**config.mk**
```make
export PLATFORM = sky130hd
export DESIGN_NAME = demux_1_8_dispatcher
export DESIGN_NICKNAME = d
export VERILOG_FILES = /design/src/rtl/demux_1_8_dispatcher.sv
export SDC_FILE = /design/constraint.sdc
export NUM_CORES = 1
export LEC_CHECK = 0
export ABC_AREA = 0
export CORE_MARGIN = 2
export CORE_UTILIZATION = 40
export DETAILED_ROUTE_END_ITERATION = 7
export GPL_TIMING_DRIVEN = 0
export PLACE_DENSITY = 0.66
export SYNTH_ARGS = -nofsm -noshare
export SYNTH_HDL_FRONTEND = slang
export SYNTH_SLANG_ARGS = --single-unit
```
**constraint.sdc**
```tcl
create_clock -name Clk_In -period 4.33 [get_ports Clk_In]
set_input_delay 0.6495 -clock Clk_In [delete_from_list [all_inputs] [get_ports Clk_In]]
set_output_delay 0.6495 -clock Clk_In [all_outputs]
set_load 0.02 [all_outputs]
```
**src/rtl/demux_1_8_dispatcher.sv**
```systemverilog
// Sequencing controller in front of the 1:8 demux: grants enabled channels
// round-robin in bursts of BURST_LEN words and registers each accepted word.
module demux_1_8_dispatcher #(
  parameter int DATA_WIDTH = 8,
  parameter int BURST_LEN  = 4
) (
  input  logic                  Clk_In,
  input  logic                  Reset_In,
  input  logic [DATA_WIDTH-1:0] Data_In,
  input  logic                  Data_Valid_In,
  output logic                  Data_Ready_Out,
  input  logic [7:0]            Channel_Enable_In,
  input  logic [7:0]            Channel_Ready_In,
  output logic                  Enable_Out,
  output logic [2:0]            Select_Out,
  output logic [DATA_WIDTH-1:0] Data_Out,
  output logic [7:0]            Channel_Valid_Out,
  output logic [7:0]            Burst_Count_Out,
  output logic                  Busy_Out
);

  typedef enum logic [1:0] {IDLE, ARB, XFER} state_t;

  localparam logic [7:0] LAST_COUNT = 8'(BURST_LEN - 1);

  state_t     state;
  logic [2:0] last_grant;
  logic [2:0] next_grant;
  logic [2:0] probe;
  logic       grant_found;
  logic       fire;

  assign Data_Ready_Out = (state == XFER) & Channel_Ready_In[Select_Out]
                        & Channel_Enable_In[Select_Out];
  assign fire = Data_Valid_In & Data_Ready_Out;

  // Scan from the farthest offset down so the nearest enabled channel after
  // last_grant wins; offset 8 wraps back onto last_grant itself.
  always_comb begin
    next_grant  = last_grant;
    grant_found = 1'b0;
    probe       = '0;
    for (int unsigned i = 8; i >= 1; i--) begin
      probe = last_grant + 3'(i);
      if (Channel_Enable_In[probe]) begin
        next_grant  = probe;
        grant_found = 1'b1;
      end
    end
  end

  always_ff @(posedge Clk_In) begin
    if (Reset_In) begin
      state             <= IDLE;
      last_grant        <= 3'd7;
      Enable_Out        <= 1'b0;
      Select_Out        <= '0;
      Data_Out          <= '0;
      Channel_Valid_Out <= '0;
      Burst_Count_Out   <= '0;
      Busy_Out          <= 1'b0;
    end else begin
      Channel_Valid_Out <= '0;
      case (state)
        IDLE: begin
          Enable_Out <= 1'b0;
          if (|Channel_Enable_In) begin
            state    <= ARB;
            Busy_Out <= 1'b1;
          end else begin
            Busy_Out <= 1'b0;
          end
        end
        ARB: begin
          if (grant_found) begin
            state           <= XFER;
            Select_Out      <= next_grant;
            Burst_Count_Out <= '0;
            Enable_Out      <= 1'b1;
            Busy_Out        <= 1'b1;
          end else begin
            state      <= IDLE;
            Enable_Out <= 1'b0;
            Busy_Out   <= 1'b0;
          end
        end
        XFER: begin
          if (!Channel_Enable_In[Select_Out]) begin
            last_grant <= Select_Out;
            state      <= ARB;
            Enable_Out <= 1'b0;
          end else if (fire) begin
            Data_Out          <= Data_In;
            Channel_Valid_Out <= 8'(1) << Select_Out;
            if (Burst_Count_Out == LAST_COUNT) begin
              Burst_Count_Out <= '0;
              last_grant      <= Select_Out;
              state           <= ARB;
              Enable_Out      <= 1'b0;
            end else begin
              Burst_Count_Out <= Burst_Count_Out + 8'd1;
            end
          end
        end
        default: begin
          state      <= IDLE;
          Enable_Out <= 1'b0;
          Busy_Out   <= 1'b0;
        end
      endcase
    end
  end

endmodule

```
== Yosys cells after proc, flatten, opt, wreduce, memory -nomap -nowiden ==
Index checks and enable logic that the tools add are counted.
Word-level totals
  bits of input ports: 27
  register bits: 34
Cells by class
  magnitude comparators: 9
  add/sub/neg operators: 8
  reductions and logical operators: 10
  bitwise operators: 6
  shifts and indexed selects: 1
  equal/unequal tests: 11
  multiplexer cells: 56
Operator list (count)
  3-bit by 4-bit less-than comparator with 1-bit output, second input constant: 9
  8-bit two-way mux: 4
  1-bit binary-select mux with 3-bit select: 10
  3-bit two-way mux: 10
  1-bit two-way mux: 23
  8-bit case mux with 2 select lines: 1
  3-bit adder, second input constant: 4
  2-bit two-way mux: 5
  3-bit AND reduction: 3
  8-bit by 1-bit adder with 8-bit output, second input constant: 1
  8-bit by 2-bit == test with 1-bit output, second input constant: 1
  2-bit != test, second input constant: 4
  8-bit OR reduction: 1
  1-bit by 3-bit << shifter with 8-bit output, first input constant: 1
  3-bit by 2-bit adder with 3-bit output, second input constant: 2
  2-bit case mux with 3 select lines: 1
  2-bit by 1-bit != test with 1-bit output, second input constant: 2
  2-bit AND reduction: 2
  4-bit AND reduction: 1
  4-bit OR reduction: 1
  3-bit by 1-bit adder with 3-bit output, second input constant: 1
  1-bit AND: 3
  3-bit by 2-bit != test with 1-bit output, second input constant: 1
  3-bit != test, second input constant: 1
  other kinds (7): 9

== Logic depth before layout (Yosys ltp) ==
Gate-level depths: netlist of run 1.
  word-level depth: 12
  gate-level depth with buffers: 13
  mapped depth without buffers: 8

== Worst setup path after synthesis of run 1 ==
No wires, ideal clock.
  path kind: reg-to-reg
  start: register last_grant[1]
  end: register Burst_Count_Out[7]
  setup time: 72 ps
  data arrival time: 3869 ps
  period minus slack after synthesis: 3941 ps
  path slack: 389 ps
  cell stages (with the launch flop): 13
  path buffers: 4
  cell sequence: dfxtp_1 clkbuf_1 buf_1 inv_1 ha_1 buf_6 mux2_1 mux4_2 or4_4 o311a_1 buf_6 or4_1 mux2i_1
Between the ends
  cells in the longest elaborated chain, start to end: 12
  elaborated cells on any way between the ends: 33
RTL lines
  from (decl): line 27  | logic [2:0] last_grant;
  from (signal assigned): line 89  | last_grant <= Select_Out;
  from (signal assigned): line 97  | last_grant <= Select_Out;
  3-bit adder / 1-bit binary-select mux with 3-bit select (equally long branches): line 44, 45
  1-bit binary-select mux with 3-bit select / 1-bit two-way mux (equally long branches): line 45  | if (Channel_Enable_In[probe]) begin
  1-bit two-way mux (not written as such): line 45
  1-bit two-way mux (6 in series): line 45
  1-bit two-way mux (*): line 45
  2-bit != test (no source line) (*)
  4-bit AND reduction (no source line) (*)
  to (signal assigned): line 101  | Burst_Count_Out <= Burst_Count_Out + 8'd1;
  to (decl): line 18  | output logic [7:0] Burst_Count_Out,
Mark *: on every way between the ends. The rest lies on a longest branch, timed or not. The select of a mux whose other input is x is not followed.
A chain may end at the register's enable or synchronous reset.

== Final worst setup path of run 1 ==
  start: register last_grant[1]
  end: register Burst_Count_Out[4]
Same word-level chain as after synthesis.

==> results of run 1 <==
flip-flops by register name, indices dropped and copies added (netlist names):
name,count
last_grant,3
Channel_Valid_Out,8
Enable_Out,1
Select_Out,3
Busy_Out,1
Data_Out,8
state,2
Burst_Count_Out,8
placed cells by master (no fill, tap or decap), types with 3 or more instances in the layout:
cell,synthesis,layout
clkbuf_1,14,13
mux2_2,4,4
nor4_1,3,3
xnor2_1,4,4
and3_1,6,6
mux2i_1,27,27
nor2_1,23,23
o21ai_0,5,5
inv_1,8,8
nand3_1,9,9
clkbuf_8,0,8
a211oi_1,5,5
mux4_2,17,17
o221ai_1,3,3
nand4_1,9,9
dfxtp_1,34,34
o22ai_1,3,3
nand2b_1,3,3
a22oi_1,5,5
or4_1,6,6
clkdlybuf4s50_1,0,56
a21oi_1,6,6
nor3_1,9,9
buf_2,3,3
a2bb2oi_1,3,3
ha_1,3,3
nand2_1,17,17
a21boi_0,4,4
repair_timing:
action	CTS	global route
cloned	0	0
buffers inserted	0	1
pin swaps	0	1
resized for setup	2	1
setup endpoints to repair	11	7
per-stage QoR:
| stage | setup slack [ps] | cell area (sq um) | cells | total power [uW] |
|---|---|---|---|---|
| after floorplan | 389 | 2570 | 271 | 589 |
| after global placement | -181 | 3220 | 404 | 690 |
| after detailed placement | -249 | 3220 | 404 | 695 |
| after CTS | 141 | 3340 | 412 | 969 |
| after global routing | 20.9 | 3350 | 413 | 1020 |
| final | 168 | 3350 | 413 | 966 |
metal layers:
layer	global-route usage, %	part of all wire, %	wire length (um)
met1	29.6	46	3240
met2	30.5	45	3160
met3	3.56	6.7	467
met4	6.45	1.7	118
met5	0	0	0
worst reg2reg max path, stage by stage, from the launching register on:
cell and delay (ps):
dfxtp_1 330, clkbuf_2 230, clkbuf_4 260, inv_1 180, ha_1 370, buf_6 170
mux2_1 360, mux4_2 500, or4_4 550, o311a_1 430, buf_6 170, or4_1 390
mux2i_1 160
final cells by class:
type                       instances  area [sq um]  share of cell area (%)
buffer                            21           103                    3.07
sequential                        34           681                    20.3
inverter                           9          33.8                    1.01
timing repair buffer              57           568                    17.0
clock buffer                       8           110                    3.29
tap                               77          96.3                    2.88
multi-input combinational        207          1750                    52.4
worst max-delay path by stage:
| stage | endpoint | slack, ps |
|---|---|---|
| floorplan | Burst_Count_Out[7] | 390 |
| global placement | Burst_Count_Out[3] | -180 |
| detailed placement | Burst_Count_Out[4] | -250 |
| CTS | Burst_Count_Out[4] | 140 |
| global route | Burst_Count_Out[7] | 20 |
| finish | Burst_Count_Out[4] | 170 |
logic make-up (layout without fill, tap and decap cells):
| family | Yosys count | count (layout) | synth area share (%) |
|---|---|---|---|
| xor+xnor | 6 | 6 | 2.05 |
| simple gates | 92 | 92 | 18.6 |
| compound gates | 54 | 54 | 16.4 |
| mux | 52 | 52 | 29.8 |
| fa+ha+maj | 3 | 3 | 1.46 |
| buf+inv | 30 | 95 | 5.12 |
| flops | 34 | 34 | 26.5 |
power groups by stage:
stage                     clock network, uW  registers [uW]  logic, uW
after floorplan                           0             349        241
after global placement                    0             341        349
after detailed placement                  0             342        353
after CTS                               281             334        354
after global routing                    295             336        391
final                                   273             334        359
==> run summary, run 1 <==
At the worst endpoint, the arrival time is 4370 ps. Counting both buffers and inverters, the worst setup path holds a total of 5. The sequential share of power is 34.6%. For the clock sink total, the log shows 34.

The logs give 0 for the final setup violation count and 0.00707 sq mm for the die area. TritonCTS built the clock tree. Hold timing on the final database bottoms out at a slack of 476 ps.

In this run the horizontal extent of the chip is 84.1 um. The clock network burns 28.2% of the power. The smallest clock period supported by the final layout is computed as 4160 ps.

In this run the number of cells on the critical path is 12. The area inside the core boundary was 0.00628 sq mm; the average wire per cell in the routed design was 16.9 um. The vertical extent of the die is 84.1 um, and the I/O pin count is 57.

Buffers inserted during clock tree synthesis total 5. The worst setup path startpoint is last_grant[1]. The run gives 0.00257 sq mm as the area of the mapped netlist. The share of the yosys chip area belonging to registers is 26.5%, and the critical-path maximum fanout is 10.

The cell count after synthesis came out at 271. The commonest cells after synthesis are dfxtp_1, mux2i_1, nor2_1. The tools report the detailed placement HPWL as 5200 um.

The required arrival time at the worst endpoint was 4540 ps; the area added between synthesis and finish was 30.4%. Among cell families on the critical path, the largest total delay comes from multiplexers. The share of synthesized area in the top cell type comes to 26.5%. The run finished with clean final reports. Share of power burned in combinational logic: 37.2%. After clock tree synthesis, the clock-pin slew on the worst setup and hold paths is 70 ps.

The number of stages on the worst hold path is 2. The tools report the capturing element type of the critical path as a register. By instance count, the leading cell after synthesis is dfxtp_1. The fraction of final layout cells sized beyond drive strength 1 works out to 13.4%.

The number of synthesized flops with an enable pin is 0, and the number of antenna cells inserted is 0. In this run the critical register-to-register path is captured at Burst_Count_Out[4]. The depth of the most critical reg-to-reg path was 12; the combined global-route utilization of all metal layers was 20.3%.

The buffer cell driving the clock tree root was clkbuf_8. Setup repair after global routing left no endpoint under its margin. For the pin with the worst max-slew slack, the measured transition is 670 ps. The net count reported at finish was 365; the power density over the cells was 289 mW/mm^2. Summed over all layers, the global routing overflow is 0.

The total of flip-flops plus latches after synthesis works out to 34. Critical path's slowest cell: or4_4. The routed layout has 2,491 vias. The tightest min-delay check is of the reg2reg type. The final routed DRC violation total was 0. During synthesis, Yosys emitted a total of 0 warnings.

The first detailed-routing pass took 6 iterations. The worst setup path is of the reg2reg kind. Clock skew on the completed layout was measured at 4.89 ps. Final-report hold violation count: 0. The tools report the initial antenna violation count as 0.

The worst setup path is launched from a register. For the number of distinct library cells after synthesis, the log shows 56. In this design, the stage delay of the slowest critical-path cell is 550 ps. Measured on the finished design, the core utilization comes to 53.3%. Summed over all failing endpoints, the final setup total negative slack is 0 ps. Fill cells in the final layout number 589.

The logs give 240 MHz for the highest clock frequency the design can meet and 653 uW for the total internal power. Dividing the detail-routed via count by the number of cells gives 6.03. The critical path goes through clkbuf_2, clkbuf_4, inv_1, ha_1, buf_6, mux2_1, mux4_2, or4_4, o311a_1, buf_6, or4_1, mux2i_1. The worst hold path terminates at Enable_Out.

In the post-synthesis netlist, the biggest area contributors are dfxtp_1, mux4_2, mux2i_1, nor2_1, nand2_1. Cell type with the largest total area after synthesis: dfxtp_1. The power spent charging and discharging nets is 313 uW. The floorplan has 29 rows.

The beginning of the worst hold path is Enable_Out. Global-route wire length before repair: 11,700 um. The startpoint identified for the worst register-to-register timing path is last_grant[1]. In this run the tightest slew margin relative to its limit is 55.3%. The fraction of power spent switching nets is 32.4%, and the effective utilization at floorplan is 40.9%.

The cell that appears most often on the critical path is buf_6. The reported max-cap violation count is 0, and the average footprint of a synthesized cell is 9.47 sq um. Of all flip-flops after synthesis, the portion carrying an async set or reset was 0%.

IR analysis of the VDD net gives a maximum drop of 0.237 mV. In this run, post-CTS hold repair placed 0 buffers. The run gives 0 as the residual antenna-violating net count after detailed routing.

In this run the deepest clock path goes through 2 buffers. The final layout contains routed wiring with a total length of 6990 um. The H-tree was split into 2 levels. The most used flip-flop cell after synthesis is dfxtp_1. The portion of the clock cycle consumed by the worst path in the final layout was 96.1%; the worst reg-to-reg setup slack was 170 ps. The number of input and output port buffers inserted is 56. Entering global routing, the biggest net connects 11 pins.

The static leakage power is 0.00116 uW. For the via count of the first global-routing pass, the log shows 2,260. The DRC marker count from the first detailed-route iteration came out at 175. For the final-report max-slew violation count, the log shows 0. The number of nets in the synthesized netlist is 301. The congestion estimate from routability-driven global placement came to 0.871. The later pin in the worst-skew pair is clocked with a latency of 280 ps.
Note: power is estimated with default switching activity, not from simulation.
==> inputs of run 2 (changes only) <==
--- a/config.mk
+++ b/config.mk
@@ -6,11 +6,14 @@
 export NUM_CORES = 1
 export LEC_CHECK = 0
 export ABC_AREA = 0
+export CELL_PAD_IN_SITES_DETAIL_PLACEMENT = 1
+export CELL_PAD_IN_SITES_GLOBAL_PLACEMENT = 1
 export CORE_MARGIN = 2
-export CORE_UTILIZATION = 40
+export CORE_UTILIZATION = 39
 export DETAILED_ROUTE_END_ITERATION = 7
 export GPL_TIMING_DRIVEN = 0
-export PLACE_DENSITY = 0.66
+export PLACE_DENSITY_LB_ADDON = 0.1
+export SLEW_MARGIN = 15
 export SYNTH_ARGS = -nofsm -noshare
 export SYNTH_HDL_FRONTEND = slang
 export SYNTH_SLANG_ARGS = --single-unit
==> run summary, run 2 (synthesized netlist as in run 1, its figures left out) <==
The library cells used most frequently in the layout, excluding fill and tap cells, are clkdlybuf4s50_1, dfxtp_1, mux2i_1. The final-report max-slew violation count came out at 0 (unchanged). Cell area after placement: 0.00322 sq mm (unchanged). The final weighted congestion in routability-driven placement was 0.848 (-2.6%). The tools report the global-route wire length before repair as 13,200 um (+13%). The highest clock frequency the design can meet was 242 MHz (+0.68%).

The run gives 11 (unchanged) as the largest net degree at the start of global routing. The detailed placement HPWL was 6060 um (+17%). The logs give 4540 ps (about the same) for the required arrival time at the worst endpoint and 290 ps (about the same) for the later-pin clock latency in the skew report.

For the final cell area excluding filler cells, the log shows 0.00335 sq mm (about the same). The element type at the critical path start was a register. The run gives 35.2% (+0.6 points) as the sequential share of power. The run gives 40.4% (-0.47 points) as the effective utilization at floorplan. The min-delay analysis places its worst path in the category reg2reg. The static leakage power is 0.00116 uW (-0.73%). The portion of the clock cycle consumed by the worst path in the final layout works out to 95.5% (-0.65 points). The critical-path maximum fanout was 10 (unchanged). The run gives 681 sq um (unchanged) as the total area of sequential cells. The residual antenna-violating net count after detailed routing was 0 (unchanged). The run finished with clean final reports. The number of buffers added to fix hold violations after cts came out at 0 (unchanged). The logs give 740 (+26%) for the filler cell count in the final layout and -300 ps (-51.1 ps) for the post-placement worst setup slack. The number of standard-cell rows in the floorplan came out at 29 (unchanged). The final critical-path required period is 4130 ps (-28.2 ps), and the net count reported at finish is 367 (+0.55%).

The combined global-route utilization of all metal layers was 22.9% (+2.6 points). Final routed DRC violation total: 0 (unchanged). The routed via count divided by cell count works out to 6.12 (+1.5%). The transition at the pin with the smallest max-transition slack was 672 ps (+1.58 ps); the clock buffer count from CTS was 5 (unchanged).

Total internal power: 624 uW (-4.5%). The die span in x is 85.1 um (+1.2%), and the setup TNS is 0 ps (unchanged). The average wire per cell in the routed design came out at 19.6 um (+16%).

The initial antenna violation count was 0 (unchanged); the clock slew seen by the registers of the worst setup and hold paths was 70 ps (about the same). The fraction of power spent switching nets was 34.4% (+2.1 points). The total power draw was 952 uW (-1.5%); the power density over the cells was 284 mW/mm^2 (-1.6%).

The run gives 0.161 mV (-32%) as the worst vdd rail ir drop. The amount of wire on met3 after detailed routing was 285 um (-39%); the die area was 0.00724 sq mm (+2.4%). The final setup violation count is 0 (unchanged). Number of input and output port buffers inserted: 56 (unchanged). For the setup slack of the critical path after layout, the log shows 196 ps (+28.2 ps).

Leaving out fill and tap cells, the most frequent cell in the layout is clkdlybuf4s50_1. The tools report the I/O pin count as 57 (unchanged). The final cell count without fillers was 415 (+0.48%).

The largest registers in the layout are Burst_Count_Out x8, Channel_Valid_Out x8, Data_Out x8. The number of detailed-route iterations in the first pass was 4 (-2); the area inside the core boundary was 0.00635 sq mm (+1.2%). The share of power burned in combinational logic came out at 38.8% (+1.6 points).

The setup path with the least slack is of type reg2reg. The normalized max-slew margin was 55.2% (-0.11 points). The tools report the total number of vias as 2,541 (+2.0%).

The tools report the detailed route wirelength on metal2 as 3960 um (+25%). The tools report the placed instance count as 404 (unchanged). For the DRC marker count from the first detailed-route iteration, the log shows 142 (-19%). The run gives 0 (unchanged) as the reported max-cap violation count. The via count of the first global-routing pass is 2,568 (+14%), and the maximum level of the CTS H-tree is 2 (unchanged). The footprint of the multi-input gates is 0.00175 sq mm (unchanged). Sum of routed wire length over all layers: 8120 um (+16%). The logs give 7.93 ps (+3.04 ps) for the worst setup skew after layout and 2 (unchanged) for the maximum buffer depth of the clock tree.

The area added between synthesis and finish is 30.5% (about the same), and the number of antenna cells inserted is 0 (unchanged). TritonCTS built the clock tree. The tools report the final global-route overflow total as 0 (unchanged). The capturing element type of the critical path was a register. The run gives 34 (unchanged) as the clock sink total. The vertical extent of the die works out to 85.1 um (+1.2%). The tools report the buffer cell driving the clock tree root as clkbuf_8. The highest routing layer actually used was met4. The sum of routed wire segments on met1 is 3820 um (+18%).

The logs give 0 (unchanged) for the final-report hold violation count and 4350 ps (-20 ps) for the data arrival time of the worst path. The tools report the relative contribution of the clock network to total power as 26.0% (-2.2 points). The run gives 328 uW (+4.8%) as the power spent charging and discharging nets. Fraction of final layout cells sized beyond drive strength 1: 13.9% (+0.51 points).
==> run 2: changes by cell type in the layout (fill, tap and decap cells not counted), sizes merged <==
cell	previous run	this run
buf	7	9
clkbuf	23	22
clkinv	1	2
clkinvlp	0	1
inv	8	7
==> run 2: worst paths after layout <==
check / from / end / slack, ps / depth (start not counted)
min reg2reg: Enable_Out / Enable_Out / 480 / 2
min: Enable_Out / Enable_Out / 480 / 2
max reg2reg: last_grant[1] / Burst_Count_Out[4] / 200 / 12
max: last_grant[1] / Burst_Count_Out[4] / 200 / 12
==> run 2: layer usage <==
layer | up-vias | track usage, %
li1 | 1193 | -
met1 | 1288 | 31.2
met2 | 55 | 38.1
met3 | 5 | 3.79
met4 | 0 | 5.19
met5 | - | 0
==> run 2: power by group through the flow <==
stage          Clock, uW  Combinational (uW)  Sequential [uW]
3_3_place_gp           0                 354              341
5_1_grt              266                 399              336
6_report             248                 369              335
2_1_floorplan          0                 241              349
4_1_cts              252                 363              335
3_5_place_dp           0                 361              342
==> run 2: cell type report <==
type	count	share of cell area [%]
plain buffers	21	3.14
clock buffers	7	2.58
clock inverters	1	0.149
inverters	9	1.12
multi-input cells	207	52.4
flip-flops and latches	34	20.3
well taps	77	2.88
repair buffers	59	17.4
==> run 2: worst max-delay path, stage by stage, from the launching register on <==
cell	delay, ps
dfxtp_1	340
clkbuf_4	200
clkbuf_4	240
clkinvlp_4	170
ha_1	350
buf_6	170
mux2_1	350
mux4_2	500
or4_4	550
o311a_1	440
buf_6	180
or4_1	390
mux2i_1	170
==> run 2: through the flow <==
step	utilization, %	hold slack, ps
floorplan	-	498
global placement	50.8	460
detailed placement	50.8	477
CTS	52.2	488
global route	52.7	512
finish	52.7	483
==> run 2: repair_timing <==
| item | in CTS | in global routing |
|---|---|---|
| pin swaps | 0 | 1 |
| setup buffers | 0 | 3 |
| endpoints found under the setup margin | 11 | 8 |
| resized for setup | 2 | 4 |
| gates cloned | 0 | 0 |
==> inputs of run 3 (changes only) <==
--- a/config.mk
+++ b/config.mk
@@ -6,7 +6,7 @@
 export NUM_CORES = 1
 export LEC_CHECK = 0
 export ABC_AREA = 0
-export CELL_PAD_IN_SITES_DETAIL_PLACEMENT = 1
+export CELL_PAD_IN_SITES_DETAIL_PLACEMENT = 0
 export CELL_PAD_IN_SITES_GLOBAL_PLACEMENT = 1
 export CORE_MARGIN = 2
 export CORE_UTILIZATION = 39
==> run summary, run 3 (synthesized netlist as in run 1, its figures left out) <==
The run gives 364 (-0.82%) as the net count reported at finish. The data arrival time of the worst path was 4340 ps (about the same); the final setup violation count was 0 (unchanged). Final global-route overflow total: 0 (unchanged). The capturing element type of the critical path is a register. Element type at the critical path start: a register. The critical-path maximum fanout was 10 (unchanged).

After global routing, the most crowded layer is met2. The type of the worst setup path is reg2reg. The tools report the number of standard-cell rows in the floorplan as 29 (unchanged). Total number of vias: 2,482 (-2.3%). For the maximum buffer depth of the clock tree, the log shows 2 (unchanged).

The via count of the first global-routing pass was 2,308 (-10%); the total power draw was 940 uW (-1.3%). The combined global-route utilization of all metal layers is 20.7% (-2.2 points), and the power density over the cells is 283 mW/mm^2 (-0.48%). The logs give 593 (-20%) for the filler cell count in the final layout and 52.3% (-0.41 points) for the final design utilization.

The logs give 0 (unchanged) for the final-report max-slew violation count and 4.57% (+0.78 points) for the met3 usage. The worst register-to-register path begins at last_grant[1]. In the final layout, the registers with the most flip-flops are Burst_Count_Out x8, Channel_Valid_Out x8, Data_Out x8. The placed instance count was 404 (unchanged).

Worst min-delay path category: reg2reg. The logs give 3.47 ps (-4.46 ps) for the worst setup skew after layout and 0 (unchanged) for the reported max-cap violation count. The worst register-to-register path ends at Burst_Count_Out[7]. The worst hold margin is 474 ps (-8.61 ps), and the highest clock frequency the design can meet is 243 MHz (+0.38%).

The run finished with clean final reports. The required arrival time at the worst endpoint was 4550 ps (about the same). Setup repair after global routing left no endpoint under its margin. The transition at the pin with the smallest max-transition slack came out at 650 ps (-21.8 ps).

The run gives 0.00724 sq mm (unchanged) as the die area. TritonCTS built the clock tree. The number of antenna cells inserted was 0 (unchanged); the vertical extent of the die was 85.1 um (unchanged). The normalized max-slew margin was 56.7% (+1.5 points). The number of buffers added to fix hold violations after cts was 0 (unchanged). The tools report the buffer cell driving the clock tree root as clkbuf_8. The area added between synthesis and finish works out to 29.4%.

The routed via count divided by cell count works out to 6.02 (-1.6%). The area inside the core boundary was 0.00635 sq mm (unchanged); the residual antenna-violating net count after detailed routing was 0 (unchanged). Most common cell after layout, fill and taps aside: clkdlybuf4s50_1. The tools report the beginning of the worst hold path as Enable_Out. The final critical-path required period was 4120 ps (-15.8 ps). The average wire per cell in the routed design is 17.8 um (-8.9%), and the global-route track usage on met1 is 30.2% (-1.1 points).

The final weighted congestion in routability-driven placement is 0.848 (unchanged). The worst hold path terminates at Enable_Out. For the sum of routed wire length over all layers, the log shows 7340 um (-9.6%).

The run gives 0.00115 uW (-0.40%) as the static leakage power. The worst reg-to-reg setup slack came out at 210 ps (+20 ps). The run gives 290 ps (about the same) as the later-pin clock latency in the skew report.

In the layout the commonest cells are clkdlybuf4s50_1, dfxtp_1, mux2i_1. The logs give 5 (unchanged) for the clock buffer count from CTS and 0.188 mV (+17%) for the worst vdd rail ir drop. The tools report the DRC marker count from the first detailed-route iteration as 164 (+15%). The final-report hold violation count is 0 (unchanged). The clock slew seen by the registers of the worst setup and hold paths works out to 70 ps (about the same). The maximum level of the CTS H-tree is 2 (unchanged), and the effective utilization at floorplan is 40.4% (unchanged). The final cell count without fillers came out at 412 (-0.72%). The fraction of final layout cells sized beyond drive strength 1 is 12.8% (-1.1 points), and the number of input and output port buffers inserted is 56 (unchanged).

The run gives 0 (unchanged) as the final routed DRC violation total. The portion of the clock cycle consumed by the worst path in the final layout is 95.1% (-0.37 points). The number of stages on the worst hold path was 2 (unchanged); the largest net degree at the start of global routing was 11 (unchanged). The logs give 34 (unchanged) for the clock sink total and 30.9% (-7.2 points) for the met2 demand-to-capacity share in global routing. The number of detailed-route iterations in the first pass is 5 (+1), and the die span in x is 85.1 um (unchanged).

The global-route wire length before repair is 12,000 um (-9.0%), and the initial antenna violation count is 0 (unchanged). The detailed placement HPWL was 5500 um (-9.2%); the depth of the most critical reg-to-reg path was 12 (unchanged). The I/O pin count is 57 (unchanged).
-- run 3: changes by cell type in the layout (fill, tap and decap cells not counted), sizes merged --
| cell | previous run | this run |
|---|---|---|
| buf | 9 | 6 |
| clkinvlp | 1 | 0 |
| inv | 7 | 8 |
-- run 3: per-layer routing --
metal  up-vias  wire [um]
li1       1190          -
met1      1191       3340
met2        97       3410
met3         4        528
met4         0         63
met5         -          0
-- run 3: final cells by class --
class	instances	area (sq um)	area share [%]
Timing Repair Buffer	56	561	16.9
Multi-Input combinational cell	207	1750	52.8
Clock buffer	7	86.3	2.60
Sequential cell	34	681	20.5
Tap cell	77	96.3	2.90
Inverter	9	33.8	1.02
Buffer	21	105	3.16
Clock inverter	1	5.00	0.151
-- run 3: worst max-delay path by stage --
stage             startpoint            endpoint  cells past startpoint
6_report       last_grant[1]  Burst_Count_Out[7]                     12
5_1_grt        last_grant[1]  Burst_Count_Out[4]                     12
4_1_cts        last_grant[1]  Burst_Count_Out[7]                     12
3_5_place_dp   last_grant[1]  Burst_Count_Out[4]                     12
3_3_place_gp   last_grant[1]  Burst_Count_Out[7]                     12
2_1_floorplan  last_grant[1]  Burst_Count_Out[7]                     12
-- run 3: what timing repair did --
| item | 4_1_cts | 5_1_grt |
|---|---|---|
| cloned | 0 | 0 |
| resized for setup | 2 | 3 |
| pin swaps | 0 | 1 |
| endpoints found under the setup margin | 10 | 8 |
| buffers inserted | 0 | 0 |
-- run 3: critical path: stages (launching register included) --
cell and delay [ps]:
dfxtp_1 350, clkbuf_4 220, clkbuf_4 220, inv_1 160, ha_1 360, buf_6 170
mux2_1 350, mux4_2 490, or4_4 550, o311a_1 430, buf_6 170, or4_1 410
mux2i_1 140
-- run 3: power by group --
group          internal [uW]  leakage, uW  switching [uW]
Clock                    128    0.0000482             118
Sequential               324     0.000276            10.1
Combinational            167     0.000827             192
Total                    620      0.00115             320
-- run 3: through the flow --
step / instance area (sq um) / worst slack [ps] / setup TNS (ps)
after global placement: 3220 / -188 / -1440
after global routing: 3320 / 25.1 / 0
after floorplan: 2570 / 389 / 0
after CTS: 3320 / 151 / 0
final: 3320 / 212 / 0
after detailed placement: 3220 / -207 / -1480
